## config.mk

```make
export PLATFORM = sky130hd
export DESIGN_NAME = pipe_ctrl
export DESIGN_NICKNAME = d
export VERILOG_FILES = /design/src/rtl/pipe_ctrl_pkg.sv /design/src/rtl/pipe_ctrl_stall_merge.sv /design/src/rtl/pipe_ctrl.sv
export SDC_FILE = /design/constraint.sdc
export NUM_CORES = 1
export LEC_CHECK = 0
export CELL_PAD_IN_SITES_DETAIL_PLACEMENT = 1
export CELL_PAD_IN_SITES_GLOBAL_PLACEMENT = 2
export CORE_ASPECT_RATIO = 2
export CORE_MARGIN = 2
export CORE_UTILIZATION = 39
export DETAILED_ROUTE_END_ITERATION = 8
export DONT_BUFFER_PORTS = 1
export PLACE_DENSITY_LB_ADDON = 0.15
export SYNTH_ARGS = -nofsm -noshare
export SYNTH_HDL_FRONTEND = slang
export SYNTH_SLANG_ARGS = --single-unit
```

## constraint.sdc

```tcl
create_clock -name clk -period 4.9 [get_ports clk]
set_clock_uncertainty 0.15 [all_clocks]
set_input_delay 0.98 -clock clk [delete_from_list [all_inputs] [get_ports clk]]
set_output_delay 0.98 -clock clk [all_outputs]
set_load 0.01 [all_outputs]
```

## src/rtl/pipe_ctrl_pkg.sv

```systemverilog
// Shared definitions for the pipeline controller.
//  - Stage indices into the hold vector (stall_stat).
//  - Stall bus type and the stall request bundle.
//  - Redirect FSM state encoding.
package pipe_ctrl_pkg;

  localparam int STALL_W     = 6;
  localparam int STG_PC      = 0;
  localparam int STG_IFID    = 1;
  localparam int STG_IDEX_IN = 2;
  localparam int STG_IDEX    = 3;
  localparam int STG_EXMEM   = 4;
  localparam int STG_WB      = 5;

  // Number of stages that may raise a stall request (IF, ID, EX, MEM)
  localparam int NUM_REQ     = 4;

  typedef logic [STALL_W-1:0] stall_bus_t;

  typedef struct packed {
    logic mem_r;  // level 4
    logic ex_r;   // level 3
    logic id_r;   // level 2
    logic if_r;   // level 1
  } stall_req_t;

  typedef enum logic {
    IDLE = 1'b0,
    PEND = 1'b1
  } pc_state_e;

endpackage

```

## src/rtl/pipe_ctrl_stall_merge.sv

```systemverilog
// Priority-to-thermometer encoder for per-stage stall requests.
//  req   : stall request bundle (if=1, id=2, ex=3, mem=4)
//  stall : hold vector; the highest requesting level k sets bits 0..k,
//          everything above stays clear. No request -> all zero.
module stall_merge
  import pipe_ctrl_pkg::*;
(
  input  stall_req_t req,
  output stall_bus_t stall
);

  logic [NUM_REQ-1:0] lvl;

  // lvl[j] is request level j+1
  assign lvl = req;

  // A stage register is held when its own level or any older stage requests.
  // Level 1 (IF) also freezes the PC, so bit 0 is simply "any request".
  always_comb begin
    stall = '0;
    stall[STG_PC] = |lvl;
    for (int i = 1; i <= NUM_REQ; i++) begin
      stall[i] = |(lvl >> (i - 1));
    end
  end

endmodule

```

## src/rtl/pipe_ctrl.sv

```systemverilog
// Central pipeline controller.
//  Merges per-stage stall requests into the hold vector stall_stat, detects
//  EX mispredicts (flush + PC redirect), defers the redirect while IF has a
//  fetch in flight, and keeps free-running performance counters.
// Ports
//  clk, rst            clock, synchronous active-high reset
//  rdy                 global ready; low freezes every register here
//  *_stall_req         per-stage stall requests (IF, ID, EX, MEM)
//  if_busy             IF has a fetch in flight, cannot take a new PC
//  ex_is_branch        EX resolved a control transfer
//  ex_branch_pc        resolved target
//  id_pc               PC in ID (the predicted successor)
//  stall_stat          hold vector, bit i holds stage i
//  flush               kill younger instructions
//  redirect_valid/pc   one-cycle PC load request and its target
//  if_discard          IF must drop its in-flight fetch result
//  perf_*              cycle / PC-stall / mispredict counters
module pipe_ctrl
  import pipe_ctrl_pkg::*;
#(
  parameter int CNT_W = 32
) (
  input  logic             clk,
  input  logic             rst,
  input  logic             rdy,
  input  logic             if_stall_req,
  input  logic             id_stall_req,
  input  logic             ex_stall_req,
  input  logic             mem_stall_req,
  input  logic             if_busy,
  input  logic             ex_is_branch,
  input  logic [31:0]      ex_branch_pc,
  input  logic [31:0]      id_pc,
  output logic [5:0]       stall_stat,
  output logic             flush,
  output logic             redirect_valid,
  output logic [31:0]      redirect_pc,
  output logic             if_discard,
  output logic [CNT_W-1:0] perf_cycles,
  output logic [CNT_W-1:0] perf_stalls,
  output logic [CNT_W-1:0] perf_flushes
);

  stall_req_t req;
  stall_bus_t merged;

  assign req = '{mem_r: mem_stall_req, ex_r: ex_stall_req,
                 id_r: id_stall_req,   if_r: if_stall_req};

  stall_merge u_merge (
    .req   (req),
    .stall (merged)
  );

  pc_state_e   state_q, state_d;
  logic [31:0] tgt_q, tgt_d;
  logic        disc_q, disc_d;
  logic        pc_hold;
  logic        mispredict;

  // A branch still held in EX is not acted on until it is released.
  assign mispredict = !rst && ex_is_branch && (ex_branch_pc != id_pc) &&
                      !merged[STG_IDEX];
  assign flush      = mispredict;

  always_comb begin
    state_d        = state_q;
    tgt_d          = tgt_q;
    disc_d         = disc_q;
    pc_hold        = 1'b0;
    redirect_valid = 1'b0;
    redirect_pc    = '0;
    if (!rst) begin
      case (state_q)
        IDLE: begin
          if (mispredict) begin
            if (!if_busy) begin
              redirect_valid = 1'b1;
              redirect_pc    = ex_branch_pc;
            end else begin
              tgt_d   = ex_branch_pc;
              disc_d  = 1'b1;
              state_d = PEND;
            end
          end
        end
        PEND: begin
          if (if_busy) begin
            pc_hold = 1'b1;
            // The younger branch always carries the correct path.
            if (mispredict) tgt_d = ex_branch_pc;
          end else if (rdy) begin
            // Gated by rdy so the pulse coincides with the state change
            // and is not repeated while the block is frozen.
            redirect_valid = 1'b1;
            redirect_pc    = mispredict ? ex_branch_pc : tgt_q;
            disc_d         = 1'b0;
            state_d        = IDLE;
          end
        end
        default: state_d = IDLE;
      endcase
    end
  end

  assign stall_stat = rst ? '0 : (merged | stall_bus_t'(pc_hold));
  assign if_discard = disc_q && !rst;

  always_ff @(posedge clk) begin
    if (rst) begin
      state_q      <= IDLE;
      tgt_q        <= '0;
      disc_q       <= 1'b0;
      perf_cycles  <= '0;
      perf_stalls  <= '0;
      perf_flushes <= '0;
    end else if (rdy) begin
      state_q      <= state_d;
      tgt_q        <= tgt_d;
      disc_q       <= disc_d;
      perf_cycles  <= perf_cycles + CNT_W'(1);
      perf_stalls  <= perf_stalls + CNT_W'(stall_stat[STG_PC]);
      perf_flushes <= perf_flushes + CNT_W'(mispredict);
    end
  end

endmodule

```

==> flow_summary.ini, run 1 <==
[outcome]
status = finished, final reports clean

[layout]
drive_gt1_frac = 0.102
nFillCells = 1969
regArea_um2 = 2600
diodes = 0
final_common_cell = dfxtp_1
nNetsFinal = 819
multi_input_area_um2 = 3800
finalInstanceArea_um2 = 7290
final_cell_mix = 130 x dfxtp_1, 128 x nor2_1, 92 x xor2_1
area_delta_synth_final_pct = 10.5

[job]
drv_cap = 0

[detailed_routing]
post_drt_wl_per_cell_um = 19.4
drc = 0
antenna_left = 0
drt_pass1_iterations = 4
routed_via_density = 5.55
wl_um = 18700
via_count = 5318
dr.first_iter.drc_count = 106

[timing]
period_needed_ps = 4150
finalHoldViolCount = 0
max_clock_freq_ghz = 0.241
setup_viol = 0
maxSlewViolCount = 0
rsz0062_at_grt = false
relSlewSlack = 0.525
finalSetupTns_ps = 0
timing.final.crit_share = 0.846
worst_pin_slew_ps = 707

[clock_tree]
cts_tree = done
cts_setup_buffers = 0
clk_latency_ps = 410
clock_tree.buffer_depth = 2
cts_hold_buffers = 0
cts_resized = 0
cts_root_buf = clkbuf_16
clock-sinks = 130
cts_buffers = 17
path_clk_slew_ps = 50
htreeDepth = 4

[logic_synthesis]
synth_adder_area_share = 0.00948
ys_warn_count = 0
synth-xor-area-share = 0.142
syn_nets = 832
synth_area_um2 = 6600
syn-mean-instance-area_um2 = 8.75
synthDistinctLibCells = 45
synth_simple_gate_area_frac = 0.272
ys_ff_latch = 130
ys_seq_area_frac = 0.394
synth_top_family_by_area = simple AND/OR/NAND/NOR gates
synthesis.instances = 754
synth_mux_area_frac = 0.0990
synth_compound_area_frac = 0.0504

[worst_setup_path]
timing.rr.start = state_q$_SDFFE_PP0P_
arrival_ps = 3020
crit_type = input port to output pin
worstRegToRegCells = 8
crit_fanout = 24
reg2reg_setup_slack_ps = 2160
timing.rr.end = perf_stalls[17]$_SDFFE_PP0P_
cp-end-kind = output pin
critPathRequiredTime_ps = 3770
crit_path_start_kind = input port

[grt]
grt_start_max_net_pins = 133
grt_remaining_overflow = 0
antenna_found_initial = 0
grt_pass1_vias = 5750
track_usage = 0.211
grt_pass1_wl_um = 29100

[die]
fp.coreArea_um2 = 16700
rows = 67
die_h_um = 188
pin_count = 210
initial_core_util = 0.396
die_area_um2 = 18000
die_w_um = 96.0

[worst_hold_path]
worstHoldPathType = flop to flop
hold_path.startpoint = disc_q$_SDFFE_PP0P_
min_path_cells = 1
min_delay_worst_endpoint = disc_q$_SDFFE_PP0P_

[pwr]
total_leakage_power_nw = 2.88
peakVddDrop_mv = 0.184
p_per_area_nw_per_um2 = 320

[placed_design]
gp_congestion = 0.792
portBuffers = 0
hpwl_um = 14000
placed_cell_area_um2 = 6740
## cell usage after synthesis
library cell | number | area share
nand3_2 | 2 | 0.0030
inv_1 | 8 | 0.0046
o21ai_1 | 1 | 0.00076
clkbuf_8 | 1 | 0.0021
and4_1 | 10 | 0.013
nor3_2 | 2 | 0.0030
nand3_1 | 24 | 0.018
conb_1 | 1 | 0.00057
clkbuf_2 | 1 | 0.00076
buf_4 | 1 | 0.0011
nor4_1 | 11 | 0.010
a21boi_0 | 1 | 0.0011
o21ai_0 | 16 | 0.012
and3_2 | 2 | 0.0023
a32o_1 | 1 | 0.0015
dfxtp_1 | 130 | 0.39
and2_1 | 36 | 0.034
or3b_2 | 1 | 0.0013
nand2b_1 | 1 | 0.00095
or3_1 | 14 | 0.013
o211a_1 | 5 | 0.0076
o2111ai_2 | 1 | 0.0023
mux2i_1 | 36 | 0.055
or4_4 | 1 | 0.0017
nor2b_1 | 29 | 0.027
buf_2 | 7 | 0.0053
a21oi_1 | 18 | 0.014
buf_1 | 4 | 0.0023
o21a_1 | 3 | 0.0034
nand4_1 | 30 | 0.028
or4_1 | 1 | 0.0011
and3_1 | 8 | 0.0076
nor3_1 | 8 | 0.0061
or3_2 | 3 | 0.0034
buf_6 | 2 | 0.0034
clkbuf_1 | 20 | 0.011
dlygate4sd1_1 | 1 | 0.0013
nor2_1 | 129 | 0.073
ha_1 | 5 | 0.0095
a211o_1 | 1 | 0.0013
mux2_2 | 26 | 0.044
xor2_1 | 92 | 0.12
a31o_2 | 5 | 0.0066
nand2_1 | 40 | 0.023
xnor2_1 | 15 | 0.020
## cell families (layout without fill, tap and decap cells)
| family | after synthesis | after routing |
|---|---|---|
| other cells | 1 | 1 |
| buf+inv | 45 | 43 |
| mux | 62 | 62 |
| flops | 130 | 130 |
| fa+ha+maj | 5 | 5 |
| simple gates | 352 | 352 |
| xor+xnor | 107 | 107 |
| compound gates | 52 | 52 |
## registers in the layout, indices dropped and copies added (netlist names)
signal	flops
perf_flushes	32
tgt_q	32
disc_q	1
perf_cycles	32
state_q	1
perf_stalls	32
## metal layers
| metal | wire length (um) | vias to the layer above | global-route usage | share of wire |
|---|---|---|---|---|
| met3 | 1200 | 26 | 0.0627 | 0.065 |
| met5 | 0 | - | 0 | 0 |
| met1 | 6170 | 2601 | 0.190 | 0.33 |
| li1 | - | 2528 | - | - |
| met2 | 10800 | 163 | 0.408 | 0.58 |
| met4 | 454 | 0 | 0.0901 | 0.024 |
## worst max path at each step
stage,from,end,slack [ps],depth (start not counted)
final,id_pc[24],redirect_pc[2],750,7
after global routing,id_pc[1],redirect_pc[22],580,7
after CTS,id_pc[8],redirect_pc[23],690,7
after detailed placement,id_pc[1],redirect_pc[28],710,7
after global placement,id_pc[8],redirect_pc[28],700,7
after floorplan,id_pc[27],redirect_pc[30],1250,7
## worst max-delay path: stages
cell	delay, ps
xor2_1	140
nor4_1	550
nand4_1	250
o2111ai_4	460
buf_12	260
mux2i_1	260
nor2_1	110
## stage by stage
| stage | setup slack (ps) | std cells | hold slack (ps) | total power [mW] | utilization |
|---|---|---|---|---|---|
| after global routing | 579 | 959 | 370 | 2.43 | 0.437 |
| after global placement | 703 | 929 | 331 | 1.17 | 0.404 |
| after CTS | 692 | 959 | 372 | 2.37 | 0.437 |
| after floorplan | 1250 | 754 | 311 | 1.16 | - |
| after detailed placement | 705 | 929 | 357 | 1.17 | 0.404 |
| final | 753 | 959 | 354 | 2.34 | 0.437 |
## layout make-up
cell class	count	area share
Clock buffer	24	0.0675
Clock inverter	6	0.00755
Inverter	8	0.00412
Multi-Input combinational cell	579	0.521
Sequential cell	130	0.357
Tap cell	207	0.0355
Timing Repair Buffer	5	0.00687
## power breakdown
part           internal, mW  switching, mW
registers              1.06        0.00819
clock network         0.741          0.448
logic                0.0315         0.0430
Note: power is estimated with default switching activity, not from simulation.
==> inputs of run 2 (changes only) <==
CORE_UTILIZATION = 33   (was 39)
clock period = 3.47 ns   (was 4.9 ns; I/O delays follow)
==> run 2 against run 1 <==
Final area rose by 5.2%. Flip-flop and latch count unchanged. Sequential share of layout area is 1.8 points lower. Critical path depth grew 1. Sequential power up 41%. Critical endpoint is now redirect_pc[3]. Largest cell class unchanged. Largest power group unchanged.
==> flow_summary.ini, run 2 (synthesis gave the netlist of run 1 again) <==
[grt]
grt_pass1_wl_um = 31200
antenna_found_initial = 0
grt_remaining_overflow = 0
grt_start_max_net_pins = 133
track_usage = 0.188
grt_pass1_vias = 5835

[worst_setup_path]
cpMaxStageDelayCell = nor4_2
crit_start = id_pc[4]
arrival_ps = 2500
crit_fanout = 4
worstRegToRegCells = 8
endpoint = redirect_pc[3]
crit_path_start_kind = input port
reg2reg_setup_slack_ps = 730
timing.rr.start = state_q$_SDFFE_PP0P_
cp_cell_sequence = xor2_1 > nor4_2 > nand4_1 > o2111ai_4 > buf_4 > mux2i_4 > nor2_1 > buf_4
timing.rr.end = perf_stalls[17]$_SDFFE_PP0P_
critPathRequiredTime_ps = 2630
path_common_cell = buf_4
cp-end-kind = output pin
slowest_delay_ps = 370
crit_type = input port to output pin

[detailed_routing]
drc = 0
dr.first_iter.drc_count = 143
via_count = 5401
routed_via_density = 5.22
post_drt_wl_per_cell_um = 19.0
antenna_left = 0
drt_pass1_iterations = 4
wl_um = 19700

[die]
die_w_um = 104
initial_core_util = 0.334
fp.coreArea_um2 = 19700
rows = 73
die_area_um2 = 21200
die_h_um = 204
pin_count = 210

[timing]
maxSlewViolCount = 0
rsz0062_at_grt = true
worst_pin_slew_ps = 749
finalSetupTns_ps = 0
setup_viol = 0
max_clock_freq_ghz = 0.299
finalHoldViolCount = 0
relSlewSlack = 0.496
timing.final.crit_share = 0.963
period_needed_ps = 3340
layout_setup_ws_ps = 130

[pwr]
p_per_area_nw_per_um2 = 479
total_leakage_power_nw = 3.02
p_total_mw = 3.68
peakVddDrop_mv = 0.231

[clock_tree]
clock-sinks = 130
cts_root_buf = clkbuf_16
path_clk_slew_ps = 60
clock_tree.buffer_depth = 2
cts_tree = done
cts_buffers = 17
clk_latency_ps = 430
cts_setup_buffers = 0
htreeDepth = 4

[layout]
final_cell_mix = 130 x dfxtp_1, 128 x nor2_1, 92 x xor2_1
nFillCells = 2331
final_common_cell = dfxtp_1
nNetsFinal = 838
drive_gt1_frac = 0.133
area_delta_synth_final_pct = 16.2
diodes = 0
instances_no_fill = 1035

[placed_design]
gp_congestion = 0.819
dp_slack_ps = -136
portBuffers = 0
hpwl_um = 14700
place_inst = 1003

[worst_hold_path]
worstHoldPathType = input port to flop

[outcome]
status = finished, final reports clean

[job]
drv_cap = 0
-- run 2: what timing repair did --
action	4_1_cts	5_1_grt
endpoints found under the setup margin	7	4
pin swaps	0	1
hold buffers	0	0
gates resized for setup	2	4
-- run 2: worst max-delay path: cells and delay by family --
family	cells	cell delay [ps]
AO/OA/AOI/OAI	1	320
AND/OR/NAND/NOR	3	630
buffers and inverters	2	370
XOR/XNOR	1	180
multiplexers	1	290
-- run 2: how the worst min path moves through the flow --
stage | cells after the start | from | slack (ps) | to
6_report | 1 | ex_branch_pc[16] | 260 | tgt_q[16]$_SDFFE_PP0P_
5_1_grt | 1 | rst | 230 | perf_cycles[30]$_SDFFE_PP0P_
4_1_cts | 1 | rst | 170 | perf_flushes[7]$_SDFFE_PP0P_
3_5_place_dp | 1 | disc_q$_SDFFE_PP0P_ | 330 | disc_q$_SDFFE_PP0P_
3_3_place_gp | 1 | disc_q$_SDFFE_PP0P_ | 330 | disc_q$_SDFFE_PP0P_
2_1_floorplan | 1 | disc_q$_SDFFE_PP0P_ | 310 | disc_q$_SDFFE_PP0P_
-- run 2: report_power, final --
group          switching, mW  internal, mW
sequential            0.0114          1.50
combinational         0.0656        0.0532
clock                  0.702          1.34
total                  0.779          2.90
-- run 2: final cells by class --
class	instances	area, um2	share of cell area
repair buffers	24	221	0.0289
multi-input cells	579	3830	0.499
clock buffers	18	429	0.0559
well taps	262	328	0.0427
inverters	8	30.0	0.00391
flip-flops and latches	130	2600	0.339
clock inverters	14	234	0.0305
-- run 2: metrics by stage --
step / hold WS (ps) / cell area (um2) / util
6_report: 260 / 7670 / 0.389
5_1_grt: 226 / 7670 / 0.389
4_1_cts: 171 / 7650 / 0.388
3_5_place_dp: 332 / 6980 / 0.354
3_3_place_gp: 329 / 6980 / 0.354
2_1_floorplan: 311 / 6600 / -
-- run 2: routing by layer --
layer / vias up / track usage / part of all wire / wire length (um)
li1: 2565 / - / - / -
met1: 2626 / 0.166 / 0.34 / 6620
met2: 179 / 0.365 / 0.55 / 10900
met3: 31 / 0.0721 / 0.073 / 1440
met4: 0 / 0.0903 / 0.037 / 719
met5: - / 0 / 0 / 0
